**src/rtl/lcd_hd44780_ctrl.sv**
```systemverilog
// 4-bit HD44780 character-LCD controller: autonomous power-on init and display
// config, then a valid/ready host port for commands, data bytes and cursor moves.
module lcd_hd44780_ctrl #(
    parameter int unsigned T_POWERUP    = 750000,
    parameter int unsigned T_INIT1      = 205000,
    parameter int unsigned T_INIT2      = 5000,
    parameter int unsigned T_INIT3      = 2000,
    parameter int unsigned T_E_SETUP    = 2,
    parameter int unsigned T_E_HIGH     = 12,
    parameter int unsigned T_E_HOLD     = 2,
    parameter int unsigned T_NIBBLE_GAP = 50,
    parameter int unsigned T_CMD        = 2000,
    parameter int unsigned T_CLEAR      = 82000,
    parameter int unsigned NUM_ROWS     = 2,
    parameter int unsigned NUM_COLS     = 16
) (
    input  logic       clk,
    input  logic       rst_n,
    input  logic       req_valid,
    output logic       req_ready,
    input  logic [1:0] req_op,
    input  logic [7:0] req_data,
    output logic       init_done,
    output logic       req_err,
    output logic [3:0] lcd_d,
    output logic       lcd_e,
    output logic       lcd_rs,
    output logic       lcd_rw
);

    typedef enum logic [2:0] {
        S_PWRUP, S_SETUP, S_EHIGH, S_HOLD, S_GAP, S_WAIT, S_IDLE, S_ERR
    } state_t;

    localparam logic [7:0] FUNC_SET = (NUM_ROWS > 1) ? 8'h28 : 8'h20;

    state_t      state_q;
    logic [31:0] timer_q;
    logic [1:0]  init_cnt_q;
    logic [2:0]  cfg_idx_q;
    logic        is_byte_q;
    logic        hi_q;
    logic [7:0]  byte_q;
    logic        rs_q;
    logic        req_ready_q;
    logic        init_done_q;
    logic        req_err_q;
    logic [3:0]  lcd_d_q;
    logic        lcd_e_q;
    logic        lcd_rs_q;

    logic        timer_done;
    logic [31:0] post_wait_d;
    logic [31:0] init_wait_d;
    logic [1:0]  pos_row;
    logic [5:0]  pos_col;
    logic        pos_ok_d;
    logic [6:0]  row_base_d;
    logic [7:0]  pos_cmd_d;
    logic        launch_d;
    logic [7:0]  launch_byte_d;
    logic        launch_rs_d;

    function automatic logic [7:0] cfg_byte(input logic [2:0] idx);
        case (idx)
            3'd0:    cfg_byte = FUNC_SET;
            3'd1:    cfg_byte = 8'h06;
            3'd2:    cfg_byte = 8'h0C;
            default: cfg_byte = 8'h01;
        endcase
    endfunction

    // Each phase is loaded with its length and ends on the cycle the timer reads 1.
    assign timer_done = (timer_q == 32'd1);

    // Clear and return-home need the long settle time; everything else is short.
    assign post_wait_d = (!rs_q && (byte_q == 8'h01 || byte_q == 8'h02 || byte_q == 8'h03))
                         ? T_CLEAR : T_CMD;

    always_comb begin
        init_wait_d = T_INIT3;
        case (init_cnt_q)
            2'd0:    init_wait_d = T_INIT1;
            2'd1:    init_wait_d = T_INIT2;
            default: init_wait_d = T_INIT3;
        endcase
    end

    assign pos_row  = req_data[7:6];
    assign pos_col  = req_data[5:0];
    assign pos_ok_d = (32'(pos_row) < NUM_ROWS) && (32'(pos_col) < NUM_COLS);

    always_comb begin
        row_base_d = 7'h00;
        case (pos_row)
            2'd0: row_base_d = 7'h00;
            2'd1: row_base_d = 7'h40;
            2'd2: row_base_d = 7'h14;
            2'd3: row_base_d = 7'h54;
            default: row_base_d = 7'h00;
        endcase
    end

    assign pos_cmd_d = {1'b1, row_base_d + {1'b0, pos_col}};

    // Every path that begins a new byte transfer funnels through launch_d.
    always_comb begin
        launch_d      = 1'b0;
        launch_byte_d = 8'h00;
        launch_rs_d   = 1'b0;
        case (state_q)
            S_WAIT: begin
                if (timer_done) begin
                    if (!is_byte_q && init_cnt_q == 2'd3) begin
                        launch_d      = 1'b1;
                        launch_byte_d = cfg_byte(3'd0);
                    end else if (is_byte_q && cfg_idx_q < 3'd3) begin
                        launch_d      = 1'b1;
                        launch_byte_d = cfg_byte(cfg_idx_q + 3'd1);
                    end
                end
            end
            S_IDLE: begin
                if (req_valid && req_ready_q) begin
                    if (!req_op[1]) begin
                        launch_d      = 1'b1;
                        launch_byte_d = req_data;
                        launch_rs_d   = req_op[0];
                    end else if (req_op == 2'd2 && pos_ok_d) begin
                        launch_d      = 1'b1;
                        launch_byte_d = pos_cmd_d;
                    end
                end
            end
            default: ;
        endcase
    end

    always_ff @(posedge clk or negedge rst_n) begin
        if (!rst_n) begin
            state_q     <= S_PWRUP;
            timer_q     <= T_POWERUP;
            init_cnt_q  <= 2'd0;
            cfg_idx_q   <= 3'd0;
            is_byte_q   <= 1'b0;
            hi_q        <= 1'b0;
            byte_q      <= 8'h00;
            rs_q        <= 1'b0;
            req_ready_q <= 1'b0;
            init_done_q <= 1'b0;
            req_err_q   <= 1'b0;
            lcd_d_q     <= 4'h0;
            lcd_e_q     <= 1'b0;
            lcd_rs_q    <= 1'b0;
        end else begin
            req_err_q <= 1'b0;
            if (timer_q > 32'd1) timer_q <= timer_q - 32'd1;
            case (state_q)
                S_PWRUP: begin
                    if (timer_done) begin
                        state_q    <= S_SETUP;
                        timer_q    <= T_E_SETUP;
                        lcd_d_q    <= 4'h3;
                        lcd_rs_q   <= 1'b0;
                        is_byte_q  <= 1'b0;
                        init_cnt_q <= 2'd0;
                    end
                end
                S_SETUP: begin
                    if (timer_done) begin
                        state_q <= S_EHIGH;
                        timer_q <= T_E_HIGH;
                        lcd_e_q <= 1'b1;
                    end
                end
                S_EHIGH: begin
                    if (timer_done) begin
                        state_q <= S_HOLD;
                        timer_q <= T_E_HOLD;
                        lcd_e_q <= 1'b0;
                    end
                end
                S_HOLD: begin
                    if (timer_done) begin
                        if (is_byte_q && hi_q) begin
                            state_q <= S_GAP;
                            timer_q <= T_NIBBLE_GAP;
                        end else begin
                            state_q <= S_WAIT;
                            timer_q <= is_byte_q ? post_wait_d : init_wait_d;
                        end
                    end
                end
                S_GAP: begin
                    if (timer_done) begin
                        state_q <= S_SETUP;
                        timer_q <= T_E_SETUP;
                        lcd_d_q <= byte_q[3:0];
                        hi_q    <= 1'b0;
                    end
                end
                S_WAIT: begin
                    if (timer_done) begin
                        if (!is_byte_q) begin
                            if (init_cnt_q != 2'd3) begin
                                init_cnt_q <= init_cnt_q + 2'd1;
                                lcd_d_q    <= (init_cnt_q == 2'd2) ? 4'h2 : 4'h3;
                                state_q    <= S_SETUP;
                                timer_q    <= T_E_SETUP;
                            end
                        end else if (cfg_idx_q < 3'd3) begin
                            cfg_idx_q <= cfg_idx_q + 3'd1;
                        end else begin
                            cfg_idx_q   <= 3'd4;
                            init_done_q <= 1'b1;
                            req_ready_q <= 1'b1;
                            state_q     <= S_IDLE;
                        end
                    end
                end
                S_IDLE: begin
                    if (req_valid && req_ready_q) begin
                        req_ready_q <= 1'b0;
                        if (!launch_d) begin
                            req_err_q <= 1'b1;
                            state_q   <= S_ERR;
                        end
                    end
                end
                S_ERR: begin
                    req_ready_q <= 1'b1;
                    state_q     <= S_IDLE;
                end
                default: state_q <= S_PWRUP;
            endcase
            if (launch_d) begin
                byte_q    <= launch_byte_d;
                rs_q      <= launch_rs_d;
                lcd_rs_q  <= launch_rs_d;
                lcd_d_q   <= launch_byte_d[7:4];
                hi_q      <= 1'b1;
                is_byte_q <= 1'b1;
                state_q   <= S_SETUP;
                timer_q   <= T_E_SETUP;
            end
        end
    end

    assign req_ready = req_ready_q;
    assign init_done = init_done_q;
    assign req_err   = req_err_q;
    assign lcd_d     = lcd_d_q;
    assign lcd_e     = lcd_e_q;
    assign lcd_rs    = lcd_rs_q;
    assign lcd_rw    = 1'b0;

endmodule

```
**config.mk**
```make
export PLATFORM = sky130hd
export DESIGN_NAME = lcd_hd44780_ctrl
export DESIGN_NICKNAME = d
export VERILOG_FILES = /design/src/rtl/lcd_hd44780_ctrl.sv
export SDC_FILE = /design/constraint.sdc
export NUM_CORES = 1
export LEC_CHECK = 0
export ABC_CLOCK_PERIOD_IN_PS = 8000
export BUFFER_PORTS_ARGS = -buffer_cell sky130_fd_sc_hd__buf_2
export CAP_MARGIN = 10
export CORE_AREA = 2 2 89 91
export DETAILED_ROUTE_END_ITERATION = 10
export DIE_AREA = 0 0 91 93
export PLACE_DENSITY = 0.77
export SYNTH_ARGS = -nofsm -noshare
export SYNTH_HDL_FRONTEND = slang
export SYNTH_SLANG_ARGS = --single-unit
```
**constraint.sdc**
```tcl
create_clock -name clk -period 8 [get_ports clk]
set_input_delay 1.2 -clock clk [delete_from_list [all_inputs] [get_ports clk]]
set_output_delay 1.2 -clock clk [all_outputs]
set_load 0.005 [all_outputs]
```
==> out/summary.log, run 1 <==
qor: status.run_status finished clean
qor: yosys.synthesis.area 3660 µm²
qor: pwr.power_density 306 nW/µm²
qor: critical_path.crit_chain or4_1, nor4_2, and4_1, o21ai_0, nand2_1, o21ai_0
qor: clocking.tritoncts.num_buffers 9
qor: yosys.synth_cell_types 54
qor: critical_path.slowest_stage_cell_on_the_critical_path and4_1
qor: timing.timing.setup.tns 0 ps
qor: critical_path.cp_common_cell o21ai_0
qor: yosys.synth_xor_xnor_area_share 5.74%
qor: global_route.grt_pass1_wl 14.4 mm
qor: placed_design.placed_area 3810 µm²
qor: drt.drt_iter0_drc 204
qor: final_layout.final_area 4050 µm²
qor: drt.met3_length 334 µm
qor: yosys.synth-simple-area-share 26.0%
qor: pwr.static-leakage-power 1.71 nW
qor: flow_run.max_cap_viol_count 0
qor: yosys.synth.net_count 440
qor: timing.final_count_of_negative_setup_slack_endpoints 0
qor: yosys.share_of_async_settable_or_async_resettable_flops_after_synthesis 100%
qor: placed_design.numPlacedInstances 519
qor: clocking.clock-root-buffer clkbuf_8
qor: yosys.yosys.area.top_type dfrtp_1
qor: critical_path.endpoint_kind flop
qor: clocking.cts_resized 0
qor: final_layout.finish.utilization 53.8%
qor: yosys.synth-seq-area-share 41.4%
qor: yosys.synth_top_family_by_area simple AND/OR/NAND/NOR gates
qor: yosys.netlist_instances 413
qor: drt.routedWlPerCell 15.9 µm
qor: global_route.grt_pass1_vias 2981
qor: clocking.cts_tree built
qor: drt.via_per_inst 5.96
qor: global_route.grt-ovfl-total 0
qor: critical_path.cp_num_cells 6
qor: floorplanning.die_width 91 µm
qor: critical_path.cp_data_required_time 8200 ps
qor: yosys.synth.top_cells.by_count 50 x dfrtp_1, 40 x nand2_1, 36 x nor2_1
qor: placed_design.globalplace.congestion 0.884
qor: final_layout.n_antenna_cell 0
qor: drt.highest-signal-layer met4
qor: critical_path.startpoint timer_q[20]$_DFF_PN0_
qor: placed_design.place.detailed.hpwl 6.10 mm
qor: floorplanning.fp.dieArea 8460 µm²
qor: critical_path.critical_path_arrival 3440 ps
qor: floorplanning.row_count 32
qor: clocking.cts.hold.buffers_added 0
qor: critical_path.r2r_start timer_q[20]$_DFF_PN0_
qor: floorplanning.ios 23
qor: yosys.yosys-mux-area-fraction 1.44%
qor: yosys.synth.yosys.warnings 0
qor: yosys.synth_enable_flop_cells 0
qor: critical_path.crit_path_max_incr_delay 700 ps
qor: floorplanning.initial_utilization 48.6%
qor: drt.via_count 3186
qor: clocking.clock_tree.buffer_depth 2
qor: critical_path.r2r_slack 4750 ps
qor: timing.worstMarginPinSlew 909 ps
qor: global_route.globalRouteTotalUtil 21.3%
qor: clocking.clkTransAtPathRegs 70 ps
qor: drt.route.met2.wl 4.14 mm
qor: final_layout.area_growth_syn_to_layout 10.6%
qor: clocking.cts_setup_buffers 0
qor: critical_path.path_max_fanout 21
qor: critical_path.worst_setup_path_end timer_q[10]$_DFF_PN0_
qor: drt.post_route_ant_nets 0
qor: yosys.ys_ff_latch 60
qor: clocking.clkLatencyLatePin 350 ps
qor: yosys.yosysMostFrequentCell dfrtp_1
qor: pwr.report.power.total 1.24 mW
qor: yosys.yosys.area.top_type_share 34.2%
qor: pwr.irDropWorstVdd 0.000160 V
qor: clocking.htree_depth 3
qor: yosys.synth_compound_gate_area_share 17.3%
qor: hold_path.timing.hold.worst.class flop to flop
qor: drt.finalWirelength 8.51 mm
qor: yosys.synth-main-ff-cell dfrtp_1
qor: yosys.post_synth.cell_area_avg 8.86 µm²
qor: timing.final_hold_viol_count 0
qor: critical_path.timing.reg2reg.worst_path_depth 6
qor: yosys.synth_area_leaders dfrtp_1 34%, dfstp_2 7.2%, ha_1 4.8%
qor: critical_path.critPathLaunchType flop
qor: critical_path.worst-path-buf-inv 0
qor: timing.post-route-min-period 3250 ps
qor: timing.grt_setup_unrepaired no
qor: timing.slew_headroom 38.9%
qor: floorplanning.core_region_area 7530 µm²
qor: drt.drtPass1Iterations 5
qor: global_route.antenna_found_initial 0
qor: critical_path.path_delay_family simple AND/OR/NAND/NOR gates
qor: global_route.grt_start_max_net_pins 61
qor: drt.met1Wirelength 3.88 mm
qor: clocking.clkSinkCount 60
qor: critical_path.worstReg2RegEnd timer_q[10]$_DFF_PN0_
qor: floorplanning.chipHeight 93 µm
qor: yosys.synth_adder_area_share 4.78%
qor: drt.post-route-drc-count 0
qor: timing.timing_max_transition_violations_final 0
qor: timing.fin_skew 7.28 ps
qor: final_layout.final_net_count 455
qor: final_layout.final_layout_size_suffix_gt1_share 14.8%
qor: timing.period_share 40.6%
qor: final_layout.fillerInstances 736
qor: critical_path.crit_type flop to flop
qor: timing.top_achievable_clock_speed 308 MHz
qor: placed_design.port_buffers 21
qor: final_layout.layoutNonFillerInstCount 535
## stage by stage
stage | setup WS [ps] | hold slack (ps)
after detailed placement | 4680 | 459
after global placement | 4700 | 451
after floorplan | 5250 | 448
final | 4750 | 470
after CTS | 4700 | 475
after global routing | 4340 | 493
## where the power goes
group	total, mW	leakage, nW	internal, mW	switching, mW
Sequential	0.527	0.730	0.410	0.117
Clock	0.320	0.122	0.200	0.121
Combinational	0.392	0.856	0.166	0.226
## layout make-up
type | instances | area (µm²) | share of cell area (%)
inverter | 9 | 33.8 | 0.834
sequential | 60 | 1510 | 37.4
clock inverter | 4 | 70.1 | 1.73
clock buffer | 12 | 165 | 4.08
multi-input combinational | 326 | 2030 | 50.0
timing repair buffer | 22 | 113 | 2.78
tap | 102 | 128 | 3.15
## sequential cells by signal, indices dropped and copies added (netlist names), 2 cells and up
signal      count
byte_q          8
cfg_idx_q       3
init_cnt_q      2
lcd_d           4
state_q         3
timer_q        32
## worst min path at each step
stage,slack (ps),cells past startpoint,endpoint,from
2_1_floorplan,450,2,byte_q[7]$_DFFE_PN0P_,byte_q[7]$_DFFE_PN0P_
3_3_place_gp,450,1,init_done$_DFFE_PN0P_,init_done$_DFFE_PN0P_
3_5_place_dp,460,1,init_done$_DFFE_PN0P_,init_done$_DFFE_PN0P_
4_1_cts,470,1,init_done$_DFFE_PN0P_,init_done$_DFFE_PN0P_
5_1_grt,490,1,init_done$_DFFE_PN0P_,init_done$_DFFE_PN0P_
6_report,470,1,init_done$_DFFE_PN0P_,init_done$_DFFE_PN0P_
## cell families after synthesis
family,count (synthesis)
adder cells (fa/ha/maj),14
flip-flops,60
buffers and inverters,27
AND/OR/NAND/NOR,178
AO/OA/AOI/OAI,104
multiplexers,5
XOR/XNOR,24
other,1
## cells in the final DEF (no fill, tap or decap), drive strengths merged, types with 5 or more instances in the layout
cell type / instances
or4: 6
clkbuf: 12
o21ai: 28
buf: 22
inv: 9
xor2: 15
a21oi: 33
nand2: 40
ha: 14
nor2: 36
nor2b: 7
a31oi: 9
xnor2: 9
or3: 6
nand2b: 9
nor3: 16
nor4: 15
o31ai: 5
nand3: 16
o22ai: 5
dfstp: 10
dfrtp: 50
nand4: 7
## layer usage
metal	GRT usage, %	vias up
li1	-	1541
met1	28.1	1547
met2	34.8	82
met3	4.35	16
met4	7.58	0
met5	0	-
Power figures use the tool's default switching activity.
==> run 2, diff against run 1 <==
- ABC_CLOCK_PERIOD_IN_PS: 8000 -> 2810
- PLACE_DENSITY: 0.77 -> 0.8
- clock period: 8 -> 2.81 ns (I/O delays scaled with it)
==> out/summary.log, run 2 (synthesis results as in run 1) <==
qor: drt.post-route-drc-count 0 [unchanged]
qor: timing.timing_max_transition_violations_final 0 [unchanged]
qor: timing.fin_hold_ws 196 ps [was 470 ps]
qor: floorplanning.fp.dieArea 8460 µm² [unchanged]
qor: critical_path.path_max_fanout 12 [was 21]
qor: placed_design.port_buffers 21 [unchanged]
qor: drt.drtPass1Iterations 5 [unchanged]
qor: hold_path.timing.hold.worst.class input pin to async pin [was flop to flop]
qor: final_layout.final_net_count 477 [was 455]
qor: clocking.htree_depth 3 [unchanged]
qor: pwr.report.power.total 3.52 mW [was 1.24 mW]
qor: clocking.cts_tree built [unchanged]
qor: timing.grt_setup_unrepaired no [unchanged]
qor: floorplanning.chipHeight 93 µm [unchanged]
qor: critical_path.critical_path_arrival 2900 ps [was 3440 ps]
qor: timing.period_share 95.5% [was 40.6%]
qor: pwr.power_density 841 nW/µm² [was 306 nW/µm²]
qor: floorplanning.die_width 91 µm [unchanged]
qor: floorplanning.row_count 32 [unchanged]
qor: final_layout.largest_register timer_q [unchanged]
qor: clocking.clkLatencyLatePin 350 ps [about the same]
qor: clocking.tritoncts.num_buffers 9 [unchanged]
qor: clocking.clkTransAtPathRegs 60 ps [was 70 ps]
qor: timing.slew_headroom 40.9% [was 38.9%]
qor: clocking.clock_tree.buffer_depth 2 [unchanged]
qor: global_route.grt_pass1_wl 15.0 mm [was 14.4 mm]
qor: critical_path.r2r_slack 130 ps [was 4750 ps]
qor: final_layout.number_of_flip_flops_under_the_largest_register_name 32 [unchanged]
qor: flow_run.max_cap_viol_count 0 [unchanged]
qor: status.run_status finished clean [unchanged]
qor: placed_design.place.detailed.hpwl 6.35 mm [was 6.10 mm]
qor: timing.final_hold_viol_count 0 [unchanged]
qor: global_route.grt_start_max_net_pins 42 [was 61]
qor: drt.post_route_ant_nets 0 [unchanged]
qor: timing.timing.setup.tns 0 ps [unchanged]
qor: drt.via_count 3273 [was 3186]
qor: clocking.clock-root-buffer clkbuf_8 [unchanged]
qor: critical_path.startpoint timer_q[26]$_DFF_PN0_ [was timer_q[20]$_DFF_PN0_]
qor: timing.fin_skew 14.6 ps [was 7.28 ps]
qor: final_layout.n_antenna_cell 0 [unchanged]
qor: pwr.irDropWorstVdd 0.000530 V [was 0.000160 V]
qor: timing.worstMarginPinSlew 887 ps [was 909 ps]
qor: floorplanning.initial_utilization 48.6% [unchanged]
qor: global_route.grt_pass1_vias 3105 [was 2981]
qor: pwr.static-leakage-power 1.79 nW [was 1.71 nW]
qor: final_layout.most_common_cell_after_layout_fill_and_taps_aside dfrtp_1 [unchanged]
qor: placed_design.globalplace.congestion 0.945 [was 0.884]
qor: drt.routedWlPerCell 15.6 µm [was 15.9 µm]
qor: critical_path.timing.reg2reg.worst_path_depth 6 [unchanged]
qor: critical_path.critPathLaunchType flop [unchanged]
qor: global_route.globalRouteTotalUtil 22.2% [was 21.3%]
qor: floorplanning.core_region_area 7530 µm² [unchanged]
qor: final_layout.final_layout_size_suffix_gt1_share 18.5% [was 14.8%]
qor: drt.drt_iter0_drc 233 [was 204]
qor: global_route.antenna_found_initial 0 [unchanged]
qor: final_layout.most_frequent_cells_in_the_layout 50 x dfrtp_1, 40 x nand2_1, 36 x nor2_1 [unchanged]
qor: floorplanning.ios 23 [unchanged]
qor: drt.via_per_inst 5.88 [was 5.96]
qor: timing.top_achievable_clock_speed 373 MHz [was 308 MHz]
qor: drt.finalWirelength 8.70 mm [was 8.51 mm]
qor: critical_path.worst_setup_path_end timer_q[9]$_DFF_PN0_ [was timer_q[10]$_DFF_PN0_]
qor: timing.post-route-min-period 2680 ps [was 3250 ps]
qor: critical_path.crit_type flop to flop [unchanged]
qor: critical_path.endpoint_kind flop [unchanged]
qor: final_layout.area_growth_syn_to_layout 14.2% [was 10.6%]
qor: critical_path.r2r_start timer_q[26]$_DFF_PN0_ [was timer_q[20]$_DFF_PN0_]
qor: global_route.grt-ovfl-total 0 [unchanged]
qor: critical_path.worstReg2RegEnd timer_q[9]$_DFF_PN0_ [was timer_q[10]$_DFF_PN0_]
qor: clocking.clkSinkCount 60 [unchanged]
qor: critical_path.cp_data_required_time 3030 ps [was 8200 ps]
qor: timing.final_count_of_negative_setup_slack_endpoints 0 [unchanged]
==> run 2: worst min-delay path by stage <==
stage | depth (start not counted) | end | slack (ps) | startpoint
after floorplan | 0 | byte_q[0]$_DFFE_PN0P_ | 130 | rst_n
after global placement | 1 | init_done$_DFFE_PN0P_ | 450 | init_done$_DFFE_PN0P_
after detailed placement | 1 | init_done$_DFFE_PN0P_ | 460 | init_done$_DFFE_PN0P_
after CTS | 1 | timer_q[2]$_DFF_PN0_ | 220 | rst_n
after global routing | 1 | timer_q[27]$_DFF_PN0_ | 250 | rst_n
final | 1 | timer_q[27]$_DFF_PN0_ | 200 | rst_n
==> run 2: critical path: stages, from the launching register on <==
cell and delay [ps]:
dfrtp_1 410, or3_1 460, or4_1 560, or4_4 660, nand4_1 200, xor2_1 180, a21oi_1 90
==> run 2: layout make-up <==
cell class	count	area, µm²
multi-input combinational	326	2030
sequential	60	1510
clock inverter	2	35.0
clock buffer	14	163
fill	705	3350
timing repair buffer	44	278
tap	102	128
inverter	9	33.8
==> run 2: timing repair <==
| action | in CTS | in global routing |
|---|---|---|
| resized for setup | 0 | 1 |
| hold buffers | 0 | 0 |
| buffers inserted | 0 | 0 |
| endpoints found under the hold margin | 0 | 0 |
| setup endpoints to repair | 0 | 6 |
==> run 2: metal layers <==
layer	track usage [%]	up-vias	share of wire [%]
li1	-	1574	-
met1	29.6	1585	46
met2	35.7	96	48
met3	6.53	18	5.0
met4	6.06	0	1.7
met5	0	-	0
==> run 2: metrics by stage <==
stage,cell area (µm²),setup slack [ps],cells,utilization [%]
3_5_place_dp,3980,102,541,52.9
4_1_cts,4180,88.6,557,55.5
6_report,4180,127,557,55.6
3_3_place_gp,3980,160,541,52.9
5_1_grt,4180,3.16,557,55.6
2_1_floorplan,3660,274,413,-
==> run 2: power breakdown <==
group	switching, mW	internal, mW
registers	0.263	1.17
logic	0.732	0.564
clock network	0.330	0.458
==> run 3, diff against run 2 <==
- ABC_CLOCK_PERIOD_IN_PS: 2810 -> default
- CTS_CLUSTER_DIAMETER: default -> 80
- clock period: 2.81 -> 2.42 ns (I/O delays scaled with it)
==> out/summary.log, run 3 (synthesis results as in run 1) <==
qor: floorplanning.fp.dieArea 8460 µm² [unchanged]
qor: flow_run.max_cap_viol_count 0 [unchanged]
qor: timing.period_share 103% [was 95.5%]
qor: global_route.grt_pass1_wl 16.6 mm [was 15.0 mm]
qor: pwr.irDropWorstVdd 0.000660 V [was 0.000530 V]
qor: global_route.grt-ovfl-total 0 [unchanged]
qor: drt.post_route_ant_nets 0 [unchanged]
qor: final_layout.fillerInstances 670 [was 705]
qor: status.violated_checks hold timing, setup timing
qor: global_route.grt_util_met1 30.0% [was 29.6%]
qor: timing.final_count_of_negative_setup_slack_endpoints 12 [was 0]
qor: drt.finalWirelength 9.71 mm [was 8.70 mm]
qor: drt.drtPass1Iterations 5 [unchanged]
qor: final_layout.most_common_cell_after_layout_fill_and_taps_aside buf_4 [was dfrtp_1]
qor: drt.routedWlPerCell 16.4 µm [was 15.6 µm]
qor: global_route.global_route_track_usage_on_met2 42.7% [was 35.7%]
qor: timing.top_achievable_clock_speed 400 MHz [was 373 MHz]
qor: timing.final_hold_viol_count 13 [was 0]
qor: hold_path.timing.hold.worst.class input pin to async pin [unchanged]
qor: final_layout.final_area 4600 µm² [was 4180 µm²]
qor: clocking.clock_tree.buffer_depth 2 [unchanged]
qor: clocking.clock-root-buffer clkbuf_8 [unchanged]
qor: placed_design.globalplace.congestion 0.956 [was 0.945]
qor: critical_path.crit_type flop to flop [unchanged]
qor: floorplanning.ios 23 [unchanged]
qor: pwr.static-leakage-power 1.99 nW [was 1.79 nW]
qor: pwr.report.power.total 4.47 mW [was 3.52 mW]
qor: drt.via_per_inst 5.86 [was 5.88]
qor: clocking.clkLatencyLatePin 350 ps [about the same]
qor: drt.drt_iter0_drc 193 [was 233]
qor: critical_path.critPathLaunchType flop [unchanged]
qor: timing.final_critical_path_setup_slack -80.6 ps [was 127 ps]
qor: floorplanning.row_count 32 [unchanged]
qor: status.run_status finished with violations [was finished clean]
qor: placed_design.place.detailed.hpwl 7.18 mm [was 6.35 mm]
qor: floorplanning.initial_utilization 48.6% [unchanged]
qor: final_layout.n_antenna_cell 0 [unchanged]
qor: final_layout.most_frequent_cells_in_the_layout 53 x buf_4, 50 x dfrtp_1, 37 x nand2_1 [was 50 x dfrtp_1, 40 x nand2_1, 36 x nor2_1]
qor: final_layout.number_of_flip_flops_under_the_largest_register_name 32 [unchanged]
qor: global_route.grt_pass1_vias 3525 [was 3105]
qor: timing.grt_setup_unrepaired yes [was no]
qor: pwr.power_density 972 nW/µm² [was 841 nW/µm²]
qor: clocking.cts_tree built [unchanged]
qor: timing.post-route-min-period 2500 ps [was 2680 ps]
qor: final_layout.final_net_count 512 [was 477]
qor: critical_path.critical_path_arrival 2760 ps [was 2900 ps]
qor: final_layout.area_growth_syn_to_layout 25.7% [was 14.2%]
qor: drt.post-route-drc-count 0 [unchanged]
qor: global_route.grt_start_max_net_pins 39 [was 42]
qor: critical_path.cp_data_required_time 2680 ps [was 3030 ps]
qor: global_route.gr-usage-met3 5.48% [was 6.53%]
qor: critical_path.path_max_fanout 5 [was 12]
qor: clocking.htree_depth 3 [unchanged]
qor: placed_design.post-place-ws -121 ps [was 102 ps]
qor: timing.slew_headroom 62.8% [was 40.9%]
qor: final_layout.final_layout_size_suffix_gt1_share 28.0% [was 18.5%]
qor: global_route.antenna_found_initial 0 [unchanged]
qor: clocking.clkTransAtPathRegs 70 ps [was 60 ps]
qor: placed_design.placed_area 4240 µm² [was 3980 µm²]
qor: clocking.clkSinkCount 60 [unchanged]
qor: final_layout.multi_input_area 2130 µm² [was 2030 µm²]
qor: floorplanning.die_width 91 µm [unchanged]
qor: global_route.globalRouteTotalUtil 24.6% [was 22.2%]
qor: timing.timing_max_transition_violations_final 0 [unchanged]
qor: critical_path.endpoint_kind flop [unchanged]
qor: timing.fin_skew 11.7 ps [was 14.6 ps]
qor: timing.fin_hold_ws -5.98 ps [was 196 ps]
qor: floorplanning.core_region_area 7530 µm² [unchanged]
qor: final_layout.ff_latch_area 1510 µm² [unchanged]
qor: floorplanning.chipHeight 93 µm [unchanged]
qor: global_route.grt-busiest-layer met2 [unchanged]
qor: placed_design.port_buffers 21 [unchanged]
qor: final_layout.largest_register timer_q [unchanged]
qor: drt.via_count 3470 [was 3273]
qor: timing.worstMarginPinSlew 558 ps [was 887 ps]
qor: clocking.cts.hold.buffers_added 0 [unchanged]
qor: clocking.tritoncts.num_buffers 9 [unchanged]
-- run 3: timing repair --
item / 4_1_cts / 5_1_grt
endpoints found under the setup margin: 26 / 53
cloned: 1 / 0
pin swaps: 13 / 13
buffers inserted: 1 / 1
gates resized for setup: 5 / 22
-- run 3: routing by layer --
metal  vias up  wire [µm]
met4         0        255
met3        24        452
met1      1689       4080
li1       1652          -
met5         -          0
met2       105       4920
-- run 3: area by class of cell --
| class | count | area share, % |
|---|---|---|
| multi-input combinational | 327 | 46.4 |
| clock buffer | 11 | 3.29 |
| inverter | 9 | 0.734 |
| timing repair buffer | 78 | 12.1 |
| clock inverter | 5 | 1.82 |
| sequential | 60 | 32.9 |
| tap | 102 | 2.77 |
-- run 3: critical path, cell delays in order (launching register included) --
cell and delay [ps]:
dfrtp_1 380, or4_4 540, or4_4 450, or4_4 570
buf_4 160, nand3_2 60, xor2_1 140, a21oi_1 90
-- run 3: path summary, 6_finish.rpt --
| check | startpoint | to | slack [ps] | cells past startpoint |
|---|---|---|---|---|
| setup / recovery | timer_q[20]$_DFF_PN0_ | timer_q[8]$_DFF_PN1_ | -80 | 7 |
| hold / removal | rst_n | timer_q[22]$_DFF_PN0_ | -6 | 1 |
| setup reg to reg | timer_q[20]$_DFF_PN0_ | timer_q[8]$_DFF_PN1_ | -80 | 7 |
| hold reg to reg | init_done$_DFFE_PN0P_ | init_done$_DFFE_PN0P_ | 490 | 1 |
| max in group asynchronous | rst_n | timer_q[14]$_DFF_PN1_ | 1760 | 2 |
| min in group clk | req_data[6] | byte_q[6]$_DFFE_PN0P_ | 270 | 2 |
-- run 3: where the power goes --
group	switching (mW)	internal (mW)
Sequential	0.332	1.36
Combinational	0.950	0.771
Clock	0.425	0.637
Total	1.71	2.77
-- run 3: stage by stage --
step | cells | utilization, % | TNS [ps]
after floorplan | 413 | - | -997
after global placement | 574 | 56.3 | -110
after detailed placement | 574 | 56.3 | -959
after CTS | 592 | 60.1 | -525
after global routing | 592 | 61.1 | -1660
final | 592 | 61.1 | -467
